### config.mk
export PLATFORM = sky130hd
export DESIGN_NAME = multi_zone_irrigation_ctrl
export DESIGN_NICKNAME = d
export VERILOG_FILES = /design/src/rtl/multi_zone_irrigation_ctrl.sv
export SDC_FILE = /design/constraint.sdc
export NUM_CORES = 1
export LEC_CHECK = 0
export CAP_MARGIN = 20
export CORE_MARGIN = 3
export CORE_UTILIZATION = 63
export CTS_CLUSTER_SIZE = 14
export DETAILED_ROUTE_END_ITERATION = 10
export GPL_TIMING_DRIVEN = 0
export PLACE_DENSITY = 0.94
export SLEW_MARGIN = 20
export SYNTH_ARGS = -nofsm -noshare
export SYNTH_HDL_FRONTEND = slang
export SYNTH_SLANG_ARGS = --single-unit
export TNS_END_PERCENT = 30
### constraint.sdc
create_clock -name clk -period 11.1 [get_ports clk]
set_clock_uncertainty 0.1 [all_clocks]
set_input_delay 2.775 -clock clk [delete_from_list [all_inputs] [get_ports clk]]
set_output_delay 2.775 -clock clk [all_outputs]
set_load 0.02 [all_outputs]
### src/rtl/multi_zone_irrigation_ctrl.sv
// Multi-zone irrigation controller: one hysteresis FSM per zone, each with its own
// on-time/cooldown counter, plus a lowest-index-first arbiter capping concurrent pumps.
//
// state    | meaning
// ---------+----------------------------------------------------------
// IDLE     | pump off, requests when enabled and sensor < LOW_TH
// WATER    | pump on, counter tracks on-time (MIN_ON / MAX_ON bounds)
// COOLDOWN | pump off, counts COOLDOWN cycles, enable ignored
// FAULT    | sticky timeout, cleared only by enable low or reset
module multi_zone_irrigation_ctrl #(
    parameter int ZONES      = 4,
    parameter int SW         = 4,
    parameter int LOW_TH     = 4,
    parameter int HIGH_TH    = 10,
    parameter int MIN_ON     = 20,
    parameter int MAX_ON     = 200,
    parameter int COOLDOWN   = 50,
    parameter int MAX_ACTIVE = 2,
    parameter int CW         = 8
) (
    input  logic                  clk,
    input  logic                  reset,
    input  logic [ZONES*SW-1:0]   sensor,
    input  logic [ZONES-1:0]      enable,
    output logic [ZONES-1:0]      pump,
    output logic [ZONES-1:0]      fault,
    output logic                  busy
);

    localparam logic [1:0] ST_IDLE  = 2'd0;
    localparam logic [1:0] ST_WATER = 2'd1;
    localparam logic [1:0] ST_COOL  = 2'd2;
    localparam logic [1:0] ST_FAULT = 2'd3;

    localparam logic [SW-1:0] LOW_V     = SW'(LOW_TH);
    localparam logic [SW-1:0] HIGH_V    = SW'(HIGH_TH);
    localparam logic [CW-1:0] MIN_LAST  = CW'(MIN_ON - 1);
    localparam logic [CW-1:0] MAX_LAST  = CW'(MAX_ON - 1);
    localparam logic [CW-1:0] COOL_LAST = CW'(COOLDOWN - 1);

    logic [1:0]    state_q [ZONES];
    logic [1:0]    state_d [ZONES];
    logic [CW-1:0] cnt_q   [ZONES];
    logic [CW-1:0] cnt_d   [ZONES];
    logic [SW-1:0] sens    [ZONES];
    int            active_c;
    int            granted_c;

    for (genvar g = 0; g < ZONES; g++) begin : g_zone
        assign sens[g]  = sensor[g*SW +: SW];
        assign pump[g]  = (state_q[g] == ST_WATER);
        assign fault[g] = (state_q[g] == ST_FAULT);
    end

    assign busy = |pump;

    always_comb begin
        active_c  = 0;
        granted_c = 0;
        for (int i = 0; i < ZONES; i++) begin
            if (state_q[i] == ST_WATER) active_c = active_c + 1;
        end
        // Slots are judged on the registered WATER count, so a zone leaving
        // WATER this cycle does not free its slot until the next one.
        for (int i = 0; i < ZONES; i++) begin
            state_d[i] = state_q[i];
            cnt_d[i]   = cnt_q[i];
            case (state_q[i])
                ST_IDLE: begin
                    if (enable[i] && (sens[i] < LOW_V) &&
                        ((active_c + granted_c) < MAX_ACTIVE)) begin
                        granted_c  = granted_c + 1;
                        state_d[i] = ST_WATER;
                        cnt_d[i]   = '0;
                    end
                end
                ST_WATER: begin
                    cnt_d[i] = cnt_q[i] + CW'(1);
                    if (!enable[i]) begin
                        state_d[i] = ST_COOL;
                        cnt_d[i]   = '0;
                    end else if ((cnt_q[i] == MAX_LAST) && (sens[i] < HIGH_V)) begin
                        state_d[i] = ST_FAULT;
                        cnt_d[i]   = '0;
                    end else if ((cnt_q[i] >= MIN_LAST) && (sens[i] >= HIGH_V)) begin
                        state_d[i] = ST_COOL;
                        cnt_d[i]   = '0;
                    end
                end
                ST_COOL: begin
                    cnt_d[i] = cnt_q[i] + CW'(1);
                    if (cnt_q[i] == COOL_LAST) begin
                        state_d[i] = ST_IDLE;
                        cnt_d[i]   = '0;
                    end
                end
                default: begin
                    if (!enable[i]) state_d[i] = ST_IDLE;
                end
            endcase
        end
    end

    always_ff @(posedge clk) begin
        for (int i = 0; i < ZONES; i++) begin
            if (reset) begin
                state_q[i] <= ST_IDLE;
                cnt_q[i]   <= '0;
            end else begin
                state_q[i] <= state_d[i];
                cnt_q[i]   <= cnt_d[i];
            end
        end
    end

endmodule
==> results of run 1 <==
-- cell usage in the layout, fill, tap and decap left out, types with 7 or more instances in the layout --
cell type / n
a211oi_1: 7
a21oi_1: 30
and3_1: 7
clkbuf_1: 8
clkdlybuf4s50_1: 25
dfxtp_1: 40
ha_1: 34
inv_1: 33
nand2_1: 24
nand3_1: 19
nor2_1: 41
nor2b_1: 9
nor3_1: 13
o21ai_0: 30
o31ai_1: 7
or3_1: 8
-- sequential cells by signal (all words and copies together) (netlist names) --
signal / count
cnt_q: 32
state_q: 8
-- layer usage --
metal | up-vias | GRT usage [%] | share of wire (%)
li1 | 1575 | - | -
met1 | 1532 | 33.45 | 42
met2 | 155 | 47.69 | 49
met3 | 21 | 4.817 | 6.3
met4 | 0 | 9.615 | 1.9
met5 | - | 0 | 0
-- power groups by stage --
stage	clock network, mW	logic (mW)	registers, mW
final	0.103	0.343	0.168
after global routing	0.110	0.375	0.170
after CTS	0.105	0.340	0.168
after detailed placement	0	0.336	0.172
after global placement	0	0.319	0.171
after floorplan	0	0.246	0.168
-- worst reg2reg max path: cells and delay by family, from the launching register on --
kind,cells,cell delay [ps]
AO/OA/AOI/OAI,7,1140
XOR/XNOR,1,290
adder cells (fa/ha/maj),5,1850
buffers and inverters,2,220
flip-flops,1,360
multiplexers,1,290
AND/OR/NAND/NOR,12,2420
-- cells in the mapped netlist (5+ instances only) --
library cell,number
ha_1,34
nand3b_1,6
nor2_1,41
nand4_1,6
nand3_1,19
dfxtp_1,40
o32ai_1,5
a21oi_1,30
nor3_1,13
inv_1,33
o31ai_1,7
nand2_1,24
a211oi_1,7
and3_1,7
nor2b_1,9
or3_1,8
or2_2,6
mux2i_1,6
clkbuf_1,8
o21ai_0,30
-- area by class of cell --
type / instances / share of cell area (%)
clock buffer: 6 / 2.233
clock inverter: 2 / 0.2706
tap: 67 / 2.267
inverter: 33 / 3.349
multi-input combinational: 329 / 61.43
sequential: 40 / 21.65
buffer: 15 / 2.030
timing repair buffer: 25 / 6.766
-- cells by family (layout without fill, tap and decap cells) --
kind of cell | after synthesis | after routing | share of synthesized area [%]
and+or+nand+nor | 168 | 168 | 27.92
muxes | 9 | 9 | 2.868
DFF | 40 | 40 | 24.47
adders and majority gates | 36 | 36 | 14.23
AOI/OAI and AO/OA | 108 | 108 | 21.87
xor gates and xnor gates | 8 | 8 | 2.562
buffers and inverters | 48 | 81 | 6.080
-- worst min-delay path by stage --
stage	from	to	slack, ps	cells after the start
global placement	cnt_q[0][1]$_SDFFE_PP0P_	cnt_q[0][1]$_SDFFE_PP0P_	370	2
floorplan	cnt_q[0][1]$_SDFFE_PP0P_	cnt_q[0][1]$_SDFFE_PP0P_	360	2
CTS	cnt_q[0][1]$_SDFFE_PP0P_	cnt_q[0][1]$_SDFFE_PP0P_	390	2
finish	cnt_q[0][1]$_SDFFE_PP0P_	cnt_q[0][1]$_SDFFE_PP0P_	390	2
detailed placement	cnt_q[0][1]$_SDFFE_PP0P_	cnt_q[0][1]$_SDFFE_PP0P_	380	2
global route	cnt_q[0][1]$_SDFFE_PP0P_	cnt_q[0][1]$_SDFFE_PP0P_	420	2
==> key figures, run 1 <==
Status
  – Outcome: complete, no violations

Timing
  – Setup TNS: 0 ps
  – Worst slew pin tran: 714.4 ps
  – Final worst path period need: 8095 ps
  – Fin Hold WS: 385.7 ps
  – RSZ-0062 raised after global routing: no
  – Worst Setup Slack, final: 3005 ps
  – Final setup violation count: 0
  – Max Freq: 123.5 MHz
  – Slew HR: 51.87%
  – Endpoints failing hold: 0
  – Fin crit share: 72.93%
  – Final slew viol count: 0

Drt
  – Total wire length after detailed routing: 8036 um
  – Routed Antenna Nets: 0
  – # DRC: 0
  – DR WL/cell: 15.54 um
  – DR vias: 3283
  – Drt first pass iters: 5
  – Starting DRT DRC Count: 315
  – Vias per inst: 6.350

Power and ir drop
  – Clock share of power: 16.8%
  – Comb pwr share: 55.8%
  – Power per Cell Area: 166.0 nW/um^2
  – Pleak: 1.456 nW
  – Int Power: 341.1 uW
  – Peak supply drop: 100.1 uV
  – Tot Pwr: 614.0 uW
  – Sequential cell fraction of total power: 27.4%
  – Sw frac: 44.44%
  – Switching power: 272.9 uW

Yosys
  – Area leader, netlist: dfxtp_1
  – Fraction of registers with async set/reset: 0%
  – Post-synthesis register bit count: 40
  – Sequential cell area fraction in the yosys report: 24.47%
  – Synth top area cells: dfxtp_1 24%, ha_1 13%, nor2_1 4.7%
  – Top FF cell, synth: dfxtp_1
  – Share of the synthesized area in the top cell type: 24.47%
  – Syn Nets: 475
  – Post-synth EDFFs: 0
  – Yosys Warn Count: 0
  – Synth Area per Inst: 7.846 sq um
  – Cells after Synth: 417
  – Mapped Area: 3272 sq um
  – Netlist cell types: 62

Clock tree
  – Cts hold-fix bufs: 0
  – Clock Pin Slew Worst Setup and Hold Paths: 90 ps
  – H-tree depth: 2
  – Root Driver: clkbuf_8
  – Clock Sinks: 40
  – Num CTS Buffers: 5
  – Postcts setup bufs: 0
  – CTS resizes: 0
  – Max Root-Sink Buffers: 2
  – TritonCTS clock tree: built
  – Clk_lat worst skew: 300 ps

Worst setup path
  – Family with the most delay on the worst path: simple AND/OR/NAND/NOR gates
  – Kind of end point of the critical path: register
  – R2r setup slk: 4330 ps
  – CP Class: primary input to register
  – Crit path DAT: 8160 ps
  – Number of cells on the critical path: 24
  – CP Launch Type: primary input
  – Worst setup endpoint: cnt_q[3][7]$_SDFFE_PP0P_
  – Most frequent cell on the critical path: nor2_1
  – R2R depth: 28
  – Crit path launch: sensor[2]
  – Largest fanout on the critical path: 7
  – Required @ worst endpoint: 11170 ps
  – RR Endpoint: cnt_q[3][7]$_SDFFE_PP0P_
  – CP max stage delay: 520 ps
  – Worst r2r src: state_q[1][1]$_SDFFE_PP0P_
  – Worst path bufs/invs: 1
  – Critical-path cell list: clkdlybuf4s50_1 > nor2_1 > nand3_1 > o211ai_1 > nor2_1 > ha_1 > nand2_1 > o41ai_2 > nor2b_1 > fa_1 > nor4b_1 > nand4b_1 > a211oi_1 > nor2_1 > xor2_1 > nor2_1 > fa_1 > nor2_1 > a21oi_1 > nor3_1 > mux2_2 > o21ai_0 > a21oi_1 > o22ai_1
  – Slowest stage cell, crit path: nor4b_1

Cells and area
  – Fin area: 3699 sq um
  – Fin util: 75.79%
  – Layout cells sized above 1: 7.333%
  – Footprint of the multi-input gates: 2272 sq um
  – Area delta synth->final: 13.04%
  – Non-filler cells, final: 517
  – Antenna fix cells: 0
  – Fillers: 370
  – Sequential cell area: 800.8 sq um
  – Net count, final: 507

Placed design
  – # port buffers: 25
  – Dpl ws: 2835 ps
  – Inst Count DP: 509
  – HPWL after DPL: 5949 um
  – Post-DP Area: 3606 sq um
  – GPL Wtd Cong: 0.8928

GRT
  – Vias in the first global route: 3037
  – Initial antenna violation count: 0
  – Gr usage total: 27.23%
  – Largest net degree at the start of global routing: 13
  – Total grt overflow: 0
  – First-pass GRT wire length: 13810 um

Die
  – Num rows: 25
  – Die Y: 78.07 um
  – Core area: 4880 sq um
  – Die area: 6094 sq um
  – Initial core utilization: 67.05%
  – Die width: 78.07 um
  – IO Count: 31

Min path
  – Min-delay worst type: register to register

Flow run
  – Total of max-cap violations: 0
No activity file was read; power rests on OpenSTA's default activity.
==> run 2, diff against run 1 <==
--- a/config.mk
+++ b/config.mk
@@ -7,11 +7,11 @@
 export LEC_CHECK = 0
 export CAP_MARGIN = 20
 export CORE_MARGIN = 3
-export CORE_UTILIZATION = 63
+export CORE_UTILIZATION = 58
 export CTS_CLUSTER_SIZE = 14
 export DETAILED_ROUTE_END_ITERATION = 10
 export GPL_TIMING_DRIVEN = 0
-export PLACE_DENSITY = 0.94
+export PLACE_DENSITY = 0.88
 export SLEW_MARGIN = 20
 export SYNTH_ARGS = -nofsm -noshare
 export SYNTH_HDL_FRONTEND = slang
==> constraint.sdc (replaced) <==
create_clock -name clk -period 8.1 [get_ports clk]
set_clock_uncertainty 0.1 [all_clocks]
set_input_delay 2.025 -clock clk [delete_from_list [all_inputs] [get_ports clk]]
set_output_delay 2.025 -clock clk [all_outputs]
set_load 0.02 [all_outputs]
==> key figures, run 2 (synthesis gave the netlist of run 1 again) <==
Status
  – Outcome: complete, no violations

Cells and area
  – Most frequent cells in the layout: 41 x nor2_1, 40 x dfxtp_1, 34 x ha_1
  – Footprint of the multi-input gates: 2272 sq um
  – Commonest non-fill, non-tap cell in the layout: nor2_1
  – Area delta synth->final: 12.70%
  – Top Registers: cnt_q x32, state_q x8
  – Max FFs per register: 32
  – Fillers: 444
  – Antenna fix cells: 0
  – Sequential cell area: 800.8 sq um
  – Net count, final: 507
  – Biggest register: cnt_q
  – Fin util: 69.97%
  – Layout cells sized above 1: 6.904%

Die
  – Initial core utilization: 62.08%
  – Die area: 6578 sq um
  – Die width: 81.11 um
  – Die Y: 81.11 um
  – IO Count: 31
  – Core area: 5270 sq um
  – Num rows: 26

GRT
  – Initial antenna violation count: 0
  – Total grt overflow: 0
  – First-pass GRT wire length: 12810 um
  – Largest net degree at the start of global routing: 12
  – Gr usage total: 24.47%
  – Vias in the first global route: 2916

Timing
  – Max Freq: 135.4 MHz
  – Final setup violation count: 0
  – Setup TNS: 0 ps
  – Slew HR: 51.59%
  – Fin Hold WS: 397.3 ps
  – Final slew viol count: 0
  – Fin crit share: 91.21%
  – Final worst path period need: 7388 ps
  – Endpoints failing hold: 0
  – RSZ-0062 raised after global routing: no
  – Worst slew pin tran: 718.5 ps

Drt
  – DR vias: 3182
  – Vias per inst: 6.131
  – # DRC: 0
  – Drt first pass iters: 5
  – Routed Antenna Nets: 0
  – DR WL/cell: 14.65 um
  – Total wire length after detailed routing: 7604 um
  – Starting DRT DRC Count: 208

Clock tree
  – Postcts setup bufs: 0
  – Clock Pin Slew Worst Setup and Hold Paths: 80 ps
  – TritonCTS clock tree: built
  – Cts hold-fix bufs: 0
  – H-tree depth: 2
  – Clk_lat worst skew: 300 ps
  – Clock Sinks: 40
  – CTS resizes: 0
  – Root Driver: clkbuf_8
  – Num CTS Buffers: 5
  – Max Root-Sink Buffers: 2

Min path
  – Min-delay worst type: register to register

Power and ir drop
  – Pleak: 1.446 nW
  – Power per Cell Area: 224.2 nW/um^2
  – Tot Pwr: 826.6 uW
  – Peak supply drop: 134.4 uV

Worst setup path
  – CP Class: primary input to register
  – CP Launch Type: primary input
  – Required @ worst endpoint: 8200 ps
  – Largest fanout on the critical path: 7
  – Kind of end point of the critical path: register
  – Crit path DAT: 7490 ps

Placed design
  – HPWL after DPL: 5655 um
  – # port buffers: 25
  – GPL Wtd Cong: 0.8723

Flow run
  – Total of max-cap violations: 0
run 2: cell count changes in the layout (fill, tap and decap cells not counted), sizes merged:
cell,change
clkinv,-1
run 2: stage by stage:
| step | setup WS [ps] | cells | cell area [sq um] |
|---|---|---|---|
| 2_1_floorplan | 1690 | 417 | 3272 |
| 3_3_place_gp | 723.4 | 512 | 3610 |
| 3_5_place_dp | 461.6 | 512 | 3610 |
| 4_1_cts | 754.0 | 519 | 3687 |
| 5_1_grt | 336.3 | 519 | 3687 |
| 6_report | 712.1 | 519 | 3687 |
run 2: where the power goes:
| group | total [mW] | switching (mW) | internal, mW | leakage (nW) |
|---|---|---|---|---|
| Sequential | 0.231 | 0.0194 | 0.211 | 0.323 |
| Clock | 0.129 | 0.0703 | 0.0586 | 0.0410 |
| Combinational | 0.467 | 0.278 | 0.188 | 1.08 |
run 2: per-layer routing:
| metal | track usage [%] | part of all wire, % | vias up |
|---|---|---|---|
| met5 | 0 | 0 | - |
| met4 | 9.291 | 1.7 | 0 |
| met3 | 4.324 | 5.8 | 13 |
| met2 | 40.72 | 48 | 117 |
| met1 | 31.44 | 45 | 1478 |
| li1 | - | - | 1574 |
run 2: critical path: stages:
cell,delay [ps]
clkdlybuf4s50_1,410
nor2_1,190
nand3_1,200
o211ai_1,360
nor2_1,90
ha_1,290
nand2_1,70
o41ai_2,120
nor2b_1,240
fa_1,460
nor4b_1,540
nand4b_1,170
a211oi_1,270
nor2_1,160
xor2_1,290
nor2_1,100
fa_1,390
nor2b_1,140
a21oi_1,150
nor3_1,80
mux2_2,320
o21ai_0,90
a21oi_1,60
o32ai_1,280
run 2: worst paths after layout:
kind,slack (ps),depth (start not counted),end,startpoint
setup / recovery,710,24,cnt_q[3][2]$_SDFFE_PP0P_,sensor[2]
hold reg to reg,400,2,cnt_q[0][1]$_SDFFE_PP0P_,cnt_q[0][1]$_SDFFE_PP0P_
setup reg to reg,1250,27,cnt_q[3][2]$_SDFFE_PP0P_,state_q[1][0]$_SDFFE_PP0P_
hold / removal,400,2,cnt_q[0][1]$_SDFFE_PP0P_,cnt_q[0][1]$_SDFFE_PP0P_
run 2: final cells by class:
type / count / area share [%]
Buffer: 15 / 2.036
Clock buffer: 6 / 1.968
Clock inverter: 1 / 0.1357
Inverter: 33 / 3.359
Multi-Input combinational cell: 329 / 61.62
Sequential cell: 40 / 21.72
Tap cell: 70 / 2.375
Timing Repair Buffer: 25 / 6.787
